$ cat config.mk
export PLATFORM = sky130hd
export DESIGN_NAME = dcache_inv_sequencer
export DESIGN_NICKNAME = d
export VERILOG_FILES = /design/src/rtl/dcache_inv_sequencer.sv
export SDC_FILE = /design/constraint.sdc
export NUM_CORES = 1
export LEC_CHECK = 0
export CAP_MARGIN = 40
export CORE_MARGIN = 3
export CORE_UTILIZATION = 30
export DETAILED_ROUTE_END_ITERATION = 6
export PLACE_DENSITY = 0.73
export SLEW_MARGIN = 20
export SYNTH_ARGS = -nofsm -noshare
export SYNTH_HDL_FRONTEND = slang
export SYNTH_SLANG_ARGS = --single-unit
$ cat constraint.sdc
create_clock -name clk -period 2.3 [get_ports clk]
set_clock_uncertainty 0.05 [all_clocks]
set_input_delay 0.46 -clock clk [delete_from_list [all_inputs] [get_ports clk]]
set_output_delay 0.46 -clock clk [all_outputs]
set_load 0.05 [all_outputs]
$ cat src/rtl/dcache_inv_sequencer.sv
// Data-cache invalidation sequencer: whole-cache tag sweep plus arbitration of the
// single tag-bank invalidate port. Define DCACHE_INV_SEQ_STATS_EN to add flush_cycles.
module dcache_inv_sequencer #(
   parameter int unsigned LINES  = 64,
   parameter int unsigned LINE_W = 4
) (
   input  logic        clk,
   input  logic        rst,
   input  logic        flush_req,
   output logic        flush_ack,
   input  logic        ls_idle,
   output logic        ls_block,
   input  logic        ext_inv_valid,
   input  logic [29:0] ext_inv_addr,
   output logic        ext_inv_ack,
   output logic        inv_valid,
   output logic [29:0] inv_addr,
   output logic        busy
`ifdef DCACHE_INV_SEQ_STATS_EN
   ,
   output logic [15:0] flush_cycles
`endif
);

   localparam int unsigned LINE_ADDR_W     = $clog2(LINES);
   localparam int unsigned SUB_LINE_ADDR_W = $clog2(LINE_W);

   typedef enum logic [1:0] {
      S_IDLE,
      S_DRAIN,
      S_SWEEP,
      S_DONE
   } state_t;

   state_t                 r_state;
   state_t                 w_state_nxt;
   logic [LINE_ADDR_W-1:0] r_idx;
   logic [LINE_ADDR_W-1:0] w_idx_nxt;
   logic                   r_pending;
   logic                   w_pending_nxt;
   logic                   r_ls_block;
   logic                   w_sweep_issue;
   logic                   w_idx_last;
   logic [29:0]            w_sweep_addr;

   assign w_idx_last   = (r_idx == LINE_ADDR_W'(LINES - 1));
   assign w_sweep_addr = 30'(r_idx) << SUB_LINE_ADDR_W;

   always_comb begin
      w_state_nxt   = r_state;
      w_idx_nxt     = r_idx;
      w_pending_nxt = r_pending;
      w_sweep_issue = 1'b0;
      case (r_state)
         S_IDLE: begin
            if (flush_req) w_state_nxt = S_DRAIN;
         end
         S_DRAIN: begin
            if (flush_req) w_pending_nxt = 1'b1;
            if (ls_idle) begin
               w_state_nxt = S_SWEEP;
               w_idx_nxt   = '0;
            end
         end
         S_SWEEP: begin
            if (flush_req) w_pending_nxt = 1'b1;
            // External invalidations own the port; the sweep stalls on the same index.
            if (!ext_inv_valid) begin
               w_sweep_issue = 1'b1;
               if (w_idx_last) w_state_nxt = S_DONE;
               else            w_idx_nxt   = r_idx + LINE_ADDR_W'(1);
            end
         end
         S_DONE: begin
            // A request arriving in DONE folds into the restart like an earlier pending one.
            w_pending_nxt = 1'b0;
            w_state_nxt   = (r_pending || flush_req) ? S_DRAIN : S_IDLE;
         end
         default: w_state_nxt = S_IDLE;
      endcase
   end

   always_ff @(posedge clk or negedge rst) begin
      if (!rst) begin
         r_state    <= S_IDLE;
         r_idx      <= '0;
         r_pending  <= 1'b0;
         r_ls_block <= 1'b0;
      end else begin
         r_state    <= w_state_nxt;
         r_idx      <= w_idx_nxt;
         r_pending  <= w_pending_nxt;
         r_ls_block <= (w_state_nxt != S_IDLE);
      end
   end

   always_comb begin
      inv_valid   = ext_inv_valid | w_sweep_issue;
      inv_addr    = '0;
      if (ext_inv_valid)      inv_addr = ext_inv_addr;
      else if (w_sweep_issue) inv_addr = w_sweep_addr;
      ext_inv_ack = ext_inv_valid;
      flush_ack   = (r_state == S_DONE);
      busy        = (r_state != S_IDLE);
      ls_block    = r_ls_block;
   end

`ifdef DCACHE_INV_SEQ_STATS_EN
   logic [15:0] r_cyc;
   logic [15:0] r_flush_cycles;

   // r_cyc holds the 1-based cycle number within the current flush, DRAIN entry being 1.
   always_ff @(posedge clk or negedge rst) begin
      if (!rst) begin
         r_cyc          <= '0;
         r_flush_cycles <= '0;
      end else begin
         if (w_state_nxt == S_DRAIN && r_state != S_DRAIN) r_cyc <= 16'd1;
         else if (r_state != S_IDLE && r_cyc != '1)        r_cyc <= r_cyc + 16'd1;
         if (r_state == S_DONE) r_flush_cycles <= r_cyc;
      end
   end

   assign flush_cycles = r_flush_cycles;
`endif

endmodule
==> impl_metrics.toml <==
[outcome]
outcome = "complete, no violations"

[timing]
drv_slew = 0
fin_crit_ns = 2.21
report.final.setup_viol = 0
max_slew_margin_pct = 66.3
min_period_over_period_pct = 95.9
hold_viol_final = 0
fin_setup_tns_ns = 0
grt_setup_unrepaired = "no"
worst_pin_slew_ns = 0.504
fmax_ghz = 0.453

[routing]
vias = 1008
ant_nets = 0
post_drt_wl_per_cell_microns = 14.6
remaining_drc_errors = 0
dr.pass1.iters = 6
via_per_inst = 4.87
wirelength_mm = 3.03
drt_iter0_drc = 12

[finish]
antenna_cells = 0
fillers = 194
finalNonFillerCells = 207
nets = 219
area_delta_synth_final_pct = 125
drive_gt1_share_pct = 27.1

[setup_path]
reg2reg_setup_slack_ns = 0.45
crit_path_end_kind = "output port"
r2r_cells = 6
reg2reg_to = "r_idx[3]"
cp.arrival_ns = 1.70
crit_required_ns = 1.79
critPathKind = "reg -> out"
rr_startpoint = "r_state[0]"
worstPathMaxFanout = 9
startpoint_type = "register"

[synthesis]
synth_top_area_share_pct = 29.2
synth-seq-cells = 10
yosys_warnings = 0
synthTopCellsByArea = "dfrtp_1 29%, and2_1 17%, ha_1 8.7%"
synth_nets = 148
ys_types = 28
synth-seq-area-share_pct = 29.2
syn-cell-area_sq_um = 858
synthCells = 107
postSynthAreaPerCell_sq_um = 8.02
synth_top_cell_by_area = "dfrtp_1"

[grt]
antenna_found_initial = 0
met1_usage_pct = 22.3
grt.total_usage_pct = 16.7
grt_overflow = 0
grt_use_met3_pct = 3.05
busiest_layer = "met2"
grt_pass1_vias = 932
grt_max_degree = 25
grt_use_met2_pct = 27.0
grt_pass1_wl_mm = 4.50

[floorplan]
ios = 70
die_w_microns = 59.5
core_area_sq_um = 2590
die_h_microns = 59.5
rows = 18
die_area_sq_um = 3540
start_util_pct = 33.1

[clock_tree]
cts-root-buf = "clkbuf_4"
cts_sinks = 10
cts_hold_buf = 0
numCtsBuffers = 3
cts.clk_slew.worst_paths_ns = 0.06
cts_tree = "built"
insertion_delay_ns = 0.25
htreeDepth = 1
post_cts_buffers = 0
cts_buffer_depth = 2

[worst_hold_path]
hold_path_class = "in -> async"

[pwr]
total_leakage_power_nw = 0.831
vdd_drop_max_uv = 747
finalPower_mw = 1.22
p_per_area_nw_per_um2 = 630

[job]
maxCapViolations = 0

[placement]
gp_congestion = 0.772
port_buffers = 69
hpwl_mm = 2.69
dp_cells = 203
## how the worst max path moves through the flow
stage                     depth (start not counted)           to          start  slack [ns]
after floorplan                                   5  inv_addr[7]     r_state[0]        0.14
after global placement                            4    inv_valid  ext_inv_valid        0.22
after detailed placement                          4    inv_valid  ext_inv_valid        0.20
after CTS                                         5  inv_addr[2]     r_state[0]        0.05
after global routing                              6  inv_addr[4]     r_state[0]        0.01
final                                             6  inv_addr[6]     r_state[0]        0.09
## repair_timing
action	CTS	global route
endpoints found under the hold margin	0	0
gates resized for setup	0	3
setup endpoints to repair	0	7
## cell usage after synthesis (all sizes together)
| cell type | count |
|---|---|
| inv | 4 |
| nor3 | 4 |
| nor2 | 3 |
| nand2b | 1 |
| nand3 | 2 |
| o21ai | 9 |
| nand3b | 1 |
| and3 | 2 |
| buf | 2 |
| a211oi | 1 |
| a21oi | 3 |
| nand2 | 13 |
| a22o | 2 |
| o22ai | 1 |
| ha | 6 |
| nand4 | 2 |
| or2 | 3 |
| and2 | 24 |
| mux2i | 2 |
| a41oi | 1 |
| dfrtp | 10 |
| and4b | 1 |
| a311oi | 2 |
| clkbuf | 4 |
| a221oi | 1 |
| nor2b | 3 |
## power by group
group | internal [mW] | leakage, nW | switching [mW]
Clock | 0.0958 | 0.0210 | 0.0536
Sequential | 0.221 | 0.129 | 0.0422
Combinational | 0.347 | 0.680 | 0.457
Total | 0.663 | 0.831 | 0.552
## layout by cell type, fill, tap and decap left out
| cell | instances |
|---|---|
| a21oi_1 | 3 |
| nor2b_2 | 1 |
| nor2_1 | 3 |
| a221oi_1 | 1 |
| nor3_1 | 4 |
| and3_1 | 2 |
| or2_2 | 3 |
| mux2i_1 | 2 |
| buf_12 | 31 |
| inv_1 | 4 |
| a22o_1 | 2 |
| a311oi_4 | 1 |
| nand2_1 | 13 |
| buf_4 | 6 |
| and2_1 | 24 |
| o22ai_1 | 1 |
| dfrtp_1 | 10 |
| clkbuf_4 | 3 |
| nor2b_1 | 2 |
| a311oi_1 | 1 |
| o21ai_1 | 3 |
| o21ai_2 | 1 |
| ha_2 | 1 |
| nand3b_1 | 1 |
| nand2b_1 | 1 |
| o21ai_0 | 5 |
| nand3_1 | 2 |
| a211oi_1 | 1 |
| clkdlybuf4s50_1 | 35 |
| and4b_1 | 1 |
| nand4_1 | 2 |
| a41oi_1 | 1 |
| clkbuf_8 | 1 |
| ha_1 | 5 |
## kinds of logic after synthesis
family / after synthesis / share of synthesized area [%]
DFF: 10 / 29.2
buffers and inverters: 10 / 4.96
adders and majority gates: 6 / 8.75
muxes: 2 / 2.33
and+or+nand+nor: 59 / 38.0
AOI/OAI and AO/OA: 20 / 16.8
## stage by stage
step                setup slack, ns  hold slack [ns]  cell area [sq um]  util, %
floorplan                     0.144            0.114                858        -
detailed placement            0.201            0.499               1880     72.8
finish                       0.0935            0.453               1930     74.5
CTS                          0.0475            0.454               1920     74.2
global placement              0.215            0.494               1880     72.8
global route                 0.0123            0.463               1930     74.5
## registers in the layout, summed over array words and instances (netlist names)
name	flops
r_idx	6
r_state	2
ls_block	1
r_pending	1
## per-layer routing
| layer | wire length [microns] | share of wire [%] |
|---|---|---|
| met3 | 290 | 9.6 |
| met2 | 1470 | 48 |
| met4 | 0 | 0 |
| met5 | 0 | 0 |
| met1 | 1270 | 42 |
## worst max-delay path, cell delays in order (launching register included)
cell and delay (ns):
dfrtp_1 0.43, inv_1 0.14, ha_2 0.24, buf_4 0.17, nand2_1 0.07, o21ai_1 0.21, buf_12 0.17
## layout make-up
| class | count | area (sq um) | share of cell area (%) |
|---|---|---|---|
| tap | 30 | 37.5 | 1.95 |
| sequential | 10 | 250 | 13.0 |
| timing repair buffer | 72 | 1020 | 52.7 |
| multi-input combinational | 87 | 574 | 29.8 |
| inverter | 4 | 15.0 | 0.778 |
| clock buffer | 4 | 36.3 | 1.88 |
(Power assumes the default switching activity.)
==> RTL change: new RTL, config.mk and constraints unchanged <==
Encoding of `state_t`: now one-hot (4 bits for 4 states).
--- a/src/rtl/dcache_inv_sequencer.sv
+++ b/src/rtl/dcache_inv_sequencer.sv
@@ -25,11 +25,11 @@
    localparam int unsigned LINE_ADDR_W     = $clog2(LINES);
    localparam int unsigned SUB_LINE_ADDR_W = $clog2(LINE_W);
 
-   typedef enum logic [1:0] {
-      S_IDLE,
-      S_DRAIN,
-      S_SWEEP,
-      S_DONE
+   typedef enum logic [3:0] {
+      S_IDLE  = 4'b0001,
+      S_DRAIN = 4'b0010,
+      S_SWEEP = 4'b0100,
+      S_DONE  = 4'b1000
    } state_t;
 
    state_t                 r_state;
Check against the original RTL: same outputs for any inputs over 10 cycles, from zero or initial values and one cycle with rst low; not proved beyond that.
==> RTL change against the original RTL <==
- sequential cell count rose by 2
- global-route usage rose by 3.6 points
- combinational power fell by 12%
- setup slack got worse by 0.071 ns
- power fell by 1.3%
- synthesized area rose by 1.3%
- routed wire length rose by 16%
- synthesized cell count fell by 3.7%
- design area rose by 6.3%
- first-iteration DRC count rose to 4.3 times the old value
- largest cell class unchanged
==> RTL change: results <==
[placement]
gp_congestion = 0.876
dp_cells = 199
place_area_um2 = 1930
preCtsSetupSlack_ns = 0.157

[logic_synthesis]
syn_nets = 139
synth_compound_area_frac = 0.167
synth_mux_area_frac = 0.0345
yosys-top-cells-count = and2_1 (24), dfrtp_1 (11), nand2_1 (8)
yosysUniqueCellTypes = 30
syn_avg_cell_area_um2 = 8.44
synth_top_cells_by_area = dfrtp_1 (32%), and2_1 (17%), a22o_1 (6.0%)
synth_fa_ha_area_frac = 0.0144

[setup_path]
r2r_cells = 5
crit_family = simple AND/OR/NAND/NOR gates
crit_fanout = 7
max_stage_delay_ns = 0.57
r2r-start = r_idx[0]

[cells_and_area]
reg.largest.list = r_idx x6, r_state x4
drive_gt1_frac = 0.315
fin_nets = 215

[route]
drtIter0Drc = 51
via_per_inst = 5.26
dr.pass1.iters = 4

[sta]
max_slew_margin = 0.634

[power]
power_leakage_nw = 0.890
power_mw = 1.20
combPwrFrac = 0.589
vdd_drop_max_mv = 0.669
pwr-share-seq = 0.287
p_int_mw = 0.679

[clock_tree]
post_cts_buffers = 2
clk_pin_slew_ns = 0.08
insertion_delay_ns = 0.29

[grt]
grt_pass1_wl_um = 5290
grt.total_usage = 0.202

[run_status]
status = finished clean
RTL change: metal layers:
| layer | wire (µm) | up-vias | GRT usage |
|---|---|---|---|
| li1 | - | 512 | - |
| met1 | 1360 | 499 | 0.232 |
| met2 | 1710 | 79 | 0.361 |
| met3 | 404 | 5 | 0.0518 |
| met4 | 57 | 0 | 0.0665 |
| met5 | 0 | - | 0 |
RTL change: cell type report:
class / count / area [µm²]
clock buffer: 4 / 26.3
fill: 163 / 562
sequential: 12 / 302
tap: 30 / 37.5
timing repair buffer: 79 / 1100
multi-input combinational: 83 / 588
RTL change: worst max path at each step:
stage                   from          end  slack, ns
2_1_floorplan     r_state[1]  inv_addr[2]       0.02
3_3_place_gp   ext_inv_valid  inv_addr[3]       0.19
3_5_place_dp   ext_inv_valid     r_idx[5]       0.16
4_1_cts           r_state[3]  inv_addr[3]      -0.01
5_1_grt           r_state[1]  inv_addr[2]      -0.04
6_report          r_state[1]  inv_addr[3]       0.02
